## src/rtl/regfile_wb_arbiter.sv

```systemverilog
// regfile_wb_arbiter: clears x1..x31 after reset, then arbitrates ALU/LSU writebacks onto one RF write port.
// Define WB_RR_ARB_EN for round-robin conflict resolution; otherwise the LSU always wins a conflict.
module regfile_wb_arbiter (
    input  logic        clk,
    input  logic        rst,
    input  logic        alu_valid,
    input  logic [4:0]  alu_rd,
    input  logic [31:0] alu_wd,
    output logic        alu_ready,
    input  logic        lsu_valid,
    input  logic [4:0]  lsu_rd,
    input  logic [31:0] lsu_wd,
    output logic        lsu_ready,
    output logic        rf_we,
    output logic [4:0]  rf_rd,
    output logic [31:0] rf_wd,
    output logic        init_done
);
    typedef enum logic {INIT, RUN} state_t;
    state_t      r_state, w_state_nx;
    logic [4:0]  r_cnt;
    logic        r_we;
    logic [4:0]  r_rd;
    logic [31:0] r_wd;
    logic        w_alu_wins;
    logic        w_xfer;
    logic [4:0]  w_rd;
    logic [31:0] w_wd;
`ifdef WB_RR_ARB_EN
    logic r_last_lsu;
    assign w_alu_wins = r_last_lsu;
    always_ff @(posedge clk) begin
        if (rst)
            r_last_lsu <= 1'b1;
        else if (w_xfer)
            r_last_lsu <= lsu_ready;
    end
`else
    assign w_alu_wins = 1'b0;
`endif
    always_comb begin
        w_state_nx = (r_state == INIT && r_cnt == 5'd31) ? RUN : r_state;
        alu_ready  = !rst && r_state == RUN && alu_valid && (!lsu_valid || w_alu_wins);
        lsu_ready  = !rst && r_state == RUN && lsu_valid && !(alu_valid && w_alu_wins);
        w_xfer     = alu_ready || lsu_ready;
        w_rd       = alu_ready ? alu_rd : lsu_rd;
        w_wd       = alu_ready ? alu_wd : lsu_wd;
    end
    always_ff @(posedge clk) begin
        if (rst) begin
            r_state <= INIT;
            r_cnt   <= 5'd1;
            r_we    <= 1'b0;
            r_rd    <= 5'd0;
            r_wd    <= 32'd0;
        end else begin
            r_state <= w_state_nx;
            if (r_state == INIT) begin
                r_cnt <= r_cnt + 5'd1;
                r_we  <= 1'b1;
                r_rd  <= r_cnt;
                r_wd  <= 32'd0;
            end else begin
                // x0 is hardwired: accept the transfer but suppress the write
                r_we <= w_xfer && w_rd != 5'd0;
                if (w_xfer) begin
                    r_rd <= w_rd;
                    r_wd <= w_wd;
                end
            end
        end
    end
    assign rf_we     = r_we;
    assign rf_rd     = r_rd;
    assign rf_wd     = r_wd;
    assign init_done = r_state == RUN;
endmodule

```

## config.mk

```make
export PLATFORM = sky130hd
export DESIGN_NAME = regfile_wb_arbiter
export DESIGN_NICKNAME = d
export VERILOG_FILES = /design/src/rtl/regfile_wb_arbiter.sv
export SDC_FILE = /design/constraint.sdc
export NUM_CORES = 1
export LEC_CHECK = 0
export CORE_MARGIN = 2
export CORE_UTILIZATION = 38
export DETAILED_ROUTE_END_ITERATION = 8
export PLACE_DENSITY_LB_ADDON = 0.25
export SYNTH_ARGS = -nofsm -noshare
export SYNTH_HDL_FRONTEND = slang
export SYNTH_SLANG_ARGS = --single-unit
```

## constraint.sdc

```tcl
create_clock -name clk -period 1.75 [get_ports clk]
set_clock_uncertainty 0.2 [all_clocks]
set_input_delay 0.2625 -clock clk [delete_from_list [all_inputs] [get_ports clk]]
set_output_delay 0.2625 -clock clk [all_outputs]
set_load 0.02 [all_outputs]
```

* After elaboration in Yosys (flattened, before gate mapping)
Index checks and enable logic that the tools add are counted.
Cells by class: add/subtract/negate cells 1, multipliers 0, divide/modulo/power cells 0, magnitude comparators 0, eq/ne operators 2, shift operators 0, mux-type cells 5, bitwise gates (word level) 1, reductions and logical operators 11
Operators with widths (number):
- $mux W32 | 1
- $mux W5 | 3
- $logic_and A1 B1 Y1 | 6
- $add A5 B1 Y5 const B | 1
- $eq A5 B5 Y1 const B | 1
- $reduce_bool A5 Y1 | 1
- $logic_not A1 Y1 | 2
- $ne A2 B1 Y1 const B | 1
- $reduce_or A2 Y1 | 1
- $logic_or A1 B1 Y1 | 1
- $mux W1 | 1
- $not A1 Y1 | 1
Storage, ports and cells: register bits 44, latch bits 0, RAM bits 0, bits in read-only memories 0, input port bits 78, output and inout bits 41, logic and storage cells 25, memories 0

* Logic depth before layout (Yosys ltp)
depth after elaboration 8, mapped depth 5, mapped depth without buffers 5

* Worst setup path before layout
OpenSTA, ideal clock, no wires.
kind flip-flop to flip-flop, start register r_state, in the netlist init_done, end register r_we, in the netlist rf_we, setup time 88 ps, arrival 1440 ps, required time 1462 ps, path slack 22 ps, stages on the path, launching flop included 5, path buffers 1, clock period less this slack 1728 ps, path through dfxtp_1 buf_2 and4bb_4 mux2_4 a311oi_2
Between the ends: cells in the longest elaborated chain, start to end 7, elaborated cells on any way between the ends 9, those cells by class mux (2); reduce/logical (7)
Ends and longest elaborated chain:
- start: declaration | RTL line 20 | state_t r_state, w_state_nx;
- start signal: assignment | RTL line 57 | r_state <= w_state_nx;
- $logic_and A1 B1 Y1 * (3 in a row) | RTL line 43 | alu_ready = !rst && r_state == RUN && alu_valid && (!lsu_valid || w_alu_wins);
- named net alu_ready | RTL line 9 | output logic alu_ready,
- $mux W5 | RTL line 46 | w_rd = alu_ready ? alu_rd : lsu_rd;
- $reduce_bool A5 Y1 | RTL line 65 | r_we <= w_xfer && w_rd != 5'd0;
- $logic_and A1 B1 Y1 * | RTL line 65
- $mux W1 * | RTL line 58 | if (r_state == INIT) begin
- end signal: assignment | RTL line 53 | r_we <= 1'b0;
- end signal: assignment | RTL line 60 | r_we <= 1'b1;
- end signal: assignment | RTL line 65
- end: declaration | RTL line 22 | logic r_we;
Mark *: on every way through the listed nets, which the timed path passes. The rest lies on a longest branch. A chain may end at the register's enable or synchronous reset.

* Worst setup path in the final report
start register r_rd[0], in the netlist rf_rd[0], end output rf_rd[0]
RTL lines:
- start: declaration | RTL line 23 | logic [4:0] r_rd;
- start signal: assignment | RTL line 61 | r_rd <= r_cnt;
- start signal: assignment | RTL line 67 | r_rd <= w_rd;
- end: declaration | RTL line 15 | output logic [4:0] rf_rd,
No word-level cell between the ends.

==> flow_summary.ini <==
[run_status]
outcome = complete, no violations

[cells_and_area]
final_util = 0.649
drive_above_1_share = 0.0790
areaGrowthSynthToFinish_pct = 66.8
num_antenna_cells = 0
final_nets = 408
n_fill_cell = 469
layout.cell_area.non_filler_um2 = 3530

[detailed_routing]
drt_iter0_markers = 47
drc = 0
wirelength_um = 5610
firstDrtPassIters = 4
via_per_inst = 4.87
drt-wirelength-per-cell_um = 14.0
final_antenna_net_count = 0
num_vias = 1951

[clocking]
insertion_delay_ps = 290
ctsHoldBuffers = 0
cts_root_buf = clkbuf_8
cts_inserted_buffers = 5
cts_tree = done
cts.sinks = 44
clkTransAtPathRegs_ps = 80
htreeDepth = 2
cts_buffer_depth = 2

[synthesis]
yosysTopAreaCell = dfxtp_1
synth_fp_nets = 286
yosys_warnings = 0
ys_types = 31
yosys-top-cells-area = dfxtp_1 42%, mux2_1 18%, mux2i_1 17%
synth_edf_count = 0
yosysSeqAreaShare = 0.416
async_reset_ff_frac = 0
avgSynthCellArea_um2 = 10.3
syn_area_um2 = 2120
synth_top_area_share = 0.416
ys_seq_elements = 44
synthCells = 206
ys.flop_type = dfxtp_1

[sta]
worst_slew_pin_slew_ps = 467
clock.fmax_mhz = 585
fin_crit_ps = 1710
rsz0062_at_grt = no
slew_violations = 0
slew_headroom = 0.688
period_share = 0.978
finalHoldViolCount = 0
setup_violations = 0

[placement]
dpl_cell_area_um2 = 3420
dpl.hpwl_um = 4220
io_buffer_count = 118
gp_congestion = 0.821

[hold_path]
hp-class = in -> reg

[setup_path]
cpMaxStageDelayCell = clkdlybuf4s50_1
crit_type = reg -> out
cp_cell_sequence = clkdlybuf4s50_1
worstSetupStartpointType = flip-flop
cp_top_family = buffers and inverters
cp_slowest_stage_delay_ps = 610
arrival_ps = 1250
endpoint_kind = primary output
required_ps = 1290
crit_buf_inv = 1
cp_max_fo = 2

[global_routing]
grt_pass1_vias = 2010
antenna_found_initial = 0
grt_start_max_net_pins = 38
grt_use_total = 0.187
grt_pass1_wl_um = 9140
grt_overflow = 0

[floorplanning]
core_um2 = 5440
dieHeight_um = 78.6
rows = 27
start_util = 0.389
ios = 119
fp.dieW_um = 78.6
dieArea_um2 = 6180

[flow_run]
maxCapViolations = 0

[power_and_ir_drop]
vdd_ir_drop_max_uv = 370
leakage_nw = 1.55
power_density_nw_per_um2 = 584
==> cells in the mapped netlist, types with 2 or more instances <==
cell      count
dfxtp_1      44
nor2_1       38
mux2i_1      36
mux2_1       33
buf_2         9
clkbuf_1      6
nand3_1       6
nand2_1       4
a22oi_1       2
a31oi_1       2
ha_1          2
nand2b_1      2
nor2b_1       2
nor4_1        2
xor2_1        2
==> power breakdown <==
group	internal, mW	switching, mW	leakage, nW	total [mW]
Clock	0.322	0.322	0.0455	0.644
Sequential	1.02	0.0150	0.356	1.03
Combinational	0.259	0.125	1.15	0.385
Total	1.60	0.462	1.55	2.06
==> cell families (layout without fill, tap and decap cells) <==
kind of cell / count (synthesis) / after routing / synth area share
adders and majority gates: 2 / 2 / 0.0118
AOI/OAI and AO/OA: 10 / 10 / 0.0378
xor gates and xnor gates: 3 / 3 / 0.0124
DFF: 44 / 44 / 0.416
and+or+nand+nor: 60 / 60 / 0.131
muxes: 70 / 70 / 0.353
buffers and inverters: 17 / 140 / 0.0373
==> sequential cells by signal, summed over array words and instances (netlist names) <==
| register | cells |
|---|---|
| rf_wd | 32 |
| r_cnt | 5 |
| rf_rd | 5 |
| init_done | 1 |
| rf_we | 1 |
==> repair_timing <==
| item | in CTS | in global routing |
|---|---|---|
| hold endpoints to repair | 0 | 0 |
| endpoints found under the setup margin | 3 | 9 |
| setup buffers | 0 | 0 |
| gates resized for setup | 8 | 8 |
==> path summary, 6_finish.rpt <==
check / slack (ps) / endpoint / start / cells after the start
max: 40 / rf_rd[0] / rf_rd[0] / 1
max reg2reg: 130 / rf_we / init_done / 4
min: 120 / rf_rd[1] / rst / 3
min reg2reg: 280 / rf_rd[1] / rf_rd[1] / 2
==> layout make-up <==
class / instances / area (um^2) / area share
Inverter: 1 / 3.75 / 0.00106
Tap cell: 72 / 90.1 / 0.0255
Clock buffer: 8 / 90.1 / 0.0255
Multi-Input combinational cell: 145 / 1160 / 0.328
Sequential cell: 44 / 881 / 0.250
Timing Repair Buffer: 131 / 1310 / 0.371
==> layer usage <==
layer / vias up / GRT usage / routed length (um)
met1: 904 / 0.203 / 2260
met2: 77 / 0.325 / 2750
li1: 964 / - / -
met4: 0 / 0.0632 / 45
met5: - / 0 / 0
met3: 6 / 0.0816 / 554
==> layout by cell type (no fill, tap or decap), types with 2 or more instances in the layout <==
cell type | Yosys | final
a22oi_1 | 2 | 2
a31oi_1 | 2 | 2
buf_12 | 0 | 2
buf_2 | 9 | 3
buf_4 | 1 | 11
clkbuf_1 | 6 | 2
clkbuf_8 | 0 | 6
clkdlybuf4s50_1 | 0 | 106
dfxtp_1 | 44 | 44
dlymetal6s2s_1 | 0 | 7
ha_1 | 2 | 2
mux2_1 | 33 | 33
mux2i_1 | 36 | 36
nand2_1 | 4 | 4
nand2b_1 | 2 | 2
nand3_1 | 6 | 6
nor2_1 | 38 | 38
nor2b_1 | 2 | 2
nor4_1 | 2 | 2
xor2_1 | 2 | 2
==> per-stage QoR <==
step / hold slack [ps] / setup WS, ps / total power, mW / setup TNS (ps) / std cells
6_report: 122 / 39.2 / 2.06 / 0 / 401
5_1_grt: 116 / 0.544 / 2.16 / 0 / 401
4_1_cts: 282 / 17.4 / 2.10 / 0 / 401
3_5_place_dp: 277 / -383 / 1.44 / -2000 / 393
3_3_place_gp: 275 / -376 / 1.44 / -1690 / 393
2_1_floorplan: 130 / 21.7 / 1.22 / 0 / 206
No activity file was read; power rests on OpenSTA's default activity.
==> RTL change (config.mk and constraints unchanged) <==
The option `WB_RR_ARB_EN` is turned on by a define.
--- a/src/rtl/regfile_wb_arbiter.sv
+++ b/src/rtl/regfile_wb_arbiter.sv
@@ -1,5 +1,7 @@
 // regfile_wb_arbiter: clears x1..x31 after reset, then arbitrates ALU/LSU writebacks onto one RF write port.
 // Define WB_RR_ARB_EN for round-robin conflict resolution; otherwise the LSU always wins a conflict.
+`define WB_RR_ARB_EN
+
 module regfile_wb_arbiter (
     input  logic        clk,
     input  logic        rst,
Behaviour: same outputs for any inputs over 10 cycles, from zero or initial values and one cycle with rst high; that may be too few to reach the edited logic, so the function may still have changed.
==> RTL change against the original RTL <==
  * Final area grew 0.53%
  * Setup slack gained 0.0035 ns
  * Sequential cell count increased by 1
  * Synthesized area fell by 2.0%
  * Routed wire length decreased by 1.1%
  * Power decreased by 1.0%
  * Critical endpoint is now rf_wd[13]
==> RTL change: results (changes against the original RTL) <==
Worst setup path
  • Reg2reg setup slack: 0.18 ns (+0.05 ns)
  • Max FO, Critical Path: 2 (unchanged)
  • CP delay by family, top: buffers and inverters
  • CP Data Arrival Time: 1.24 ns
  • R2R cell count: 5 (+1)
  • Worst Setup EP: rf_wd[13]
  • RR Startpoint: r_last_lsu
  • Worst Setup SP: rf_wd[13]
  • Max incr delay on CP: between 0.6 and 0.7 ns
  • CP max-delay cell: clkdlybuf4s50_1
  • Reg2reg end: rf_rd[3]

Synth
  • Mapped Nets: 294 (+2.8%)
  • Number of synthesis warnings: 0 (unchanged)
  • Top post-synthesis cells by count: dfxtp_1, mux2i_1, a21oi_1
  • Sequential area share after synthesis: 43.4% (+1.8 points)
  • Ys flop type: dfxtp_1
  • Synth Instances: 214 (+3.9%)
  • Synth top area cells: dfxtp_1, mux2i_1, a21oi_1, o21ai_1, o21ai_0
  • Synth unique cells: 31 (unchanged)
  • FFs w/ async S/R, synth: 0% (unchanged)
  • Syn Std Cell Area: 2070 µm² (-2.0%)

Min path
  • Worst hold-check path type: primary input to flip-flop

GRT
  • Initial antenna violation count: 0 (unchanged)
  • GRT overflow: 0 (unchanged)
  • Vias in the first global route: 1,906 (-5.2%)
  • First-pass GRT wire length: 8.40 mm (-8.1%)
  • Overall Global Routing Usage: 17.0% (-1.7 points)
  • Largest net degree at the start of global routing: 43 (+13%)

Power and ir drop
  • VDD IR max: 0.322 mV (-13%)
  • P_leak: 0.00194 µW (+25%)

Layout
  • Max FFs per register: 32 (unchanged)
  • Fin cells: 408 (+1.7%)
  • Final-stage net count: 417 (+2.2%)
  • Layout cells sized above 1: 10.1% (+2.2 points)
  • Antenna Cells: 0 (unchanged)
  • Filler cells: 418 (-11%)

Place
  • PortBufs: 118 (unchanged)
  • Placed Cells incl. Taps: 397 (+1.0%)
  • DPL Wire Length: 4.03 mm (-4.4%)
  • Routability Congestion: 0.726 (-12%)

Clock tree
  • H-tree levels: 2 (unchanged)
  • TritonCTS Buffers: 5 (unchanged)
  • Clock root buffer: clkbuf_8
  • Worst-Skew Late Latency: 0.29 ns (about the same)
  • Max Root-Sink Buffers: 2 (unchanged)
  • CTS clk-pin slew, worst paths: 0.08 ns (about the same)

Timing
  • Rel. slew slack: 73.2% (+4.4 points)
  • Final Max Slew Viols: 0 (unchanged)

Route
  • Initial DRC Count: 91 (+94%)
  • DRT Wirelength: 5.55 mm (-1.1%)
  • Via count: 1,982 (+1.6%)
  • First-pass detailed-route iteration total: 5 (+1)

Run status
  • Status: complete, no violations
[RTL change: changes by cell type after synthesis, sizes merged, moves of 2 or more]
cell / delta
a21oi: +32
a22oi: -2
a31oi: +4
buf: +3
mux2: -33
mux2i: +3
nand2: -3
nand3: -4
nor2: -30
nor2b: +6
nor4: -2
o21ai: +33
o22ai: +5
or4: +2
[RTL change: how the worst min path moves through the flow]
stage,cells past startpoint,endpoint,slack (ns),from
finish,3,init_done,0.23,rst
global route,3,init_done,0.25,rst
CTS,2,rf_wd[17],0.32,rf_wd[17]
detailed placement,2,rf_wd[20],0.31,rf_wd[20]
global placement,2,rf_wd[31],0.30,rf_wd[31]
floorplan,1,rf_we,0.16,rst
[RTL change: routing by layer]
layer / global-route usage, % / part of all wire (%) / vias up
li1: - / - / 1024
met3: 8.60 / 11 / 4
met1: 19.7 / 42 / 862
met2: 27.8 / 46 / 92
met5: 0 / 0 / -
met4: 4.29 / 0.59 / 0
[RTL change: cell families (layout without fill, tap and decap cells)]
family,Yosys count,after routing,synth area share [%]
AND/OR/NAND/NOR,25,25,7.42
XOR/XNOR,2,2,0.845
buffers and inverters,19,143,6.63
adder cells (fa/ha/maj),2,2,1.21
multiplexers,40,40,19.5
flip-flops,45,45,43.4
AO/OA/AOI/OAI,81,81,20.9
[RTL change: through the flow]
| stage | utilization [%] | worst slack [ns] | cell area (µm²) |
|---|---|---|---|
| final | 68.6 | 0.0427 | 3550 |
| after CTS | 66.1 | -0.120 | 3420 |
| after global placement | 64.2 | -0.370 | 3320 |
| after floorplan | - | 0.0611 | 2080 |
| after detailed placement | 64.2 | -0.430 | 3320 |
| after global routing | 68.6 | -0.000439 | 3550 |
[RTL change: area by class of cell]
class,instances,area share (%)
Multi-Input combinational cell,150,29.4
Inverter,1,0.106
Clock inverter,1,0.141
Timing Repair Buffer,134,39.7
Clock buffer,7,2.72
Tap cell,70,2.47
Sequential cell,45,25.4
[RTL change: what timing repair did]
item / CTS / global route
endpoints found under the setup margin: 38 / 56
setup buffers: 0 / 1
gates cloned: 0 / 2
pin swaps: 0 / 0
gates resized for setup: 8 / 29
[RTL change: power by group]
part,total [µW],internal [µW],switching (µW),leakage [µW]
Clock,694,357,336,0.0000542
Combinational,293,210,82.9,0.00152
Sequential,1050,1040,13.2,0.000365
[RTL change: worst register-to-register path: cells and delay by family, from the launching register on]
kind | cells | cell delay, ns
mux | 1 | 0.28
simple gates | 2 | 0.29
buf+inv | 1 | 0.26
compound gates | 1 | 0.10
flops | 1 | 0.33
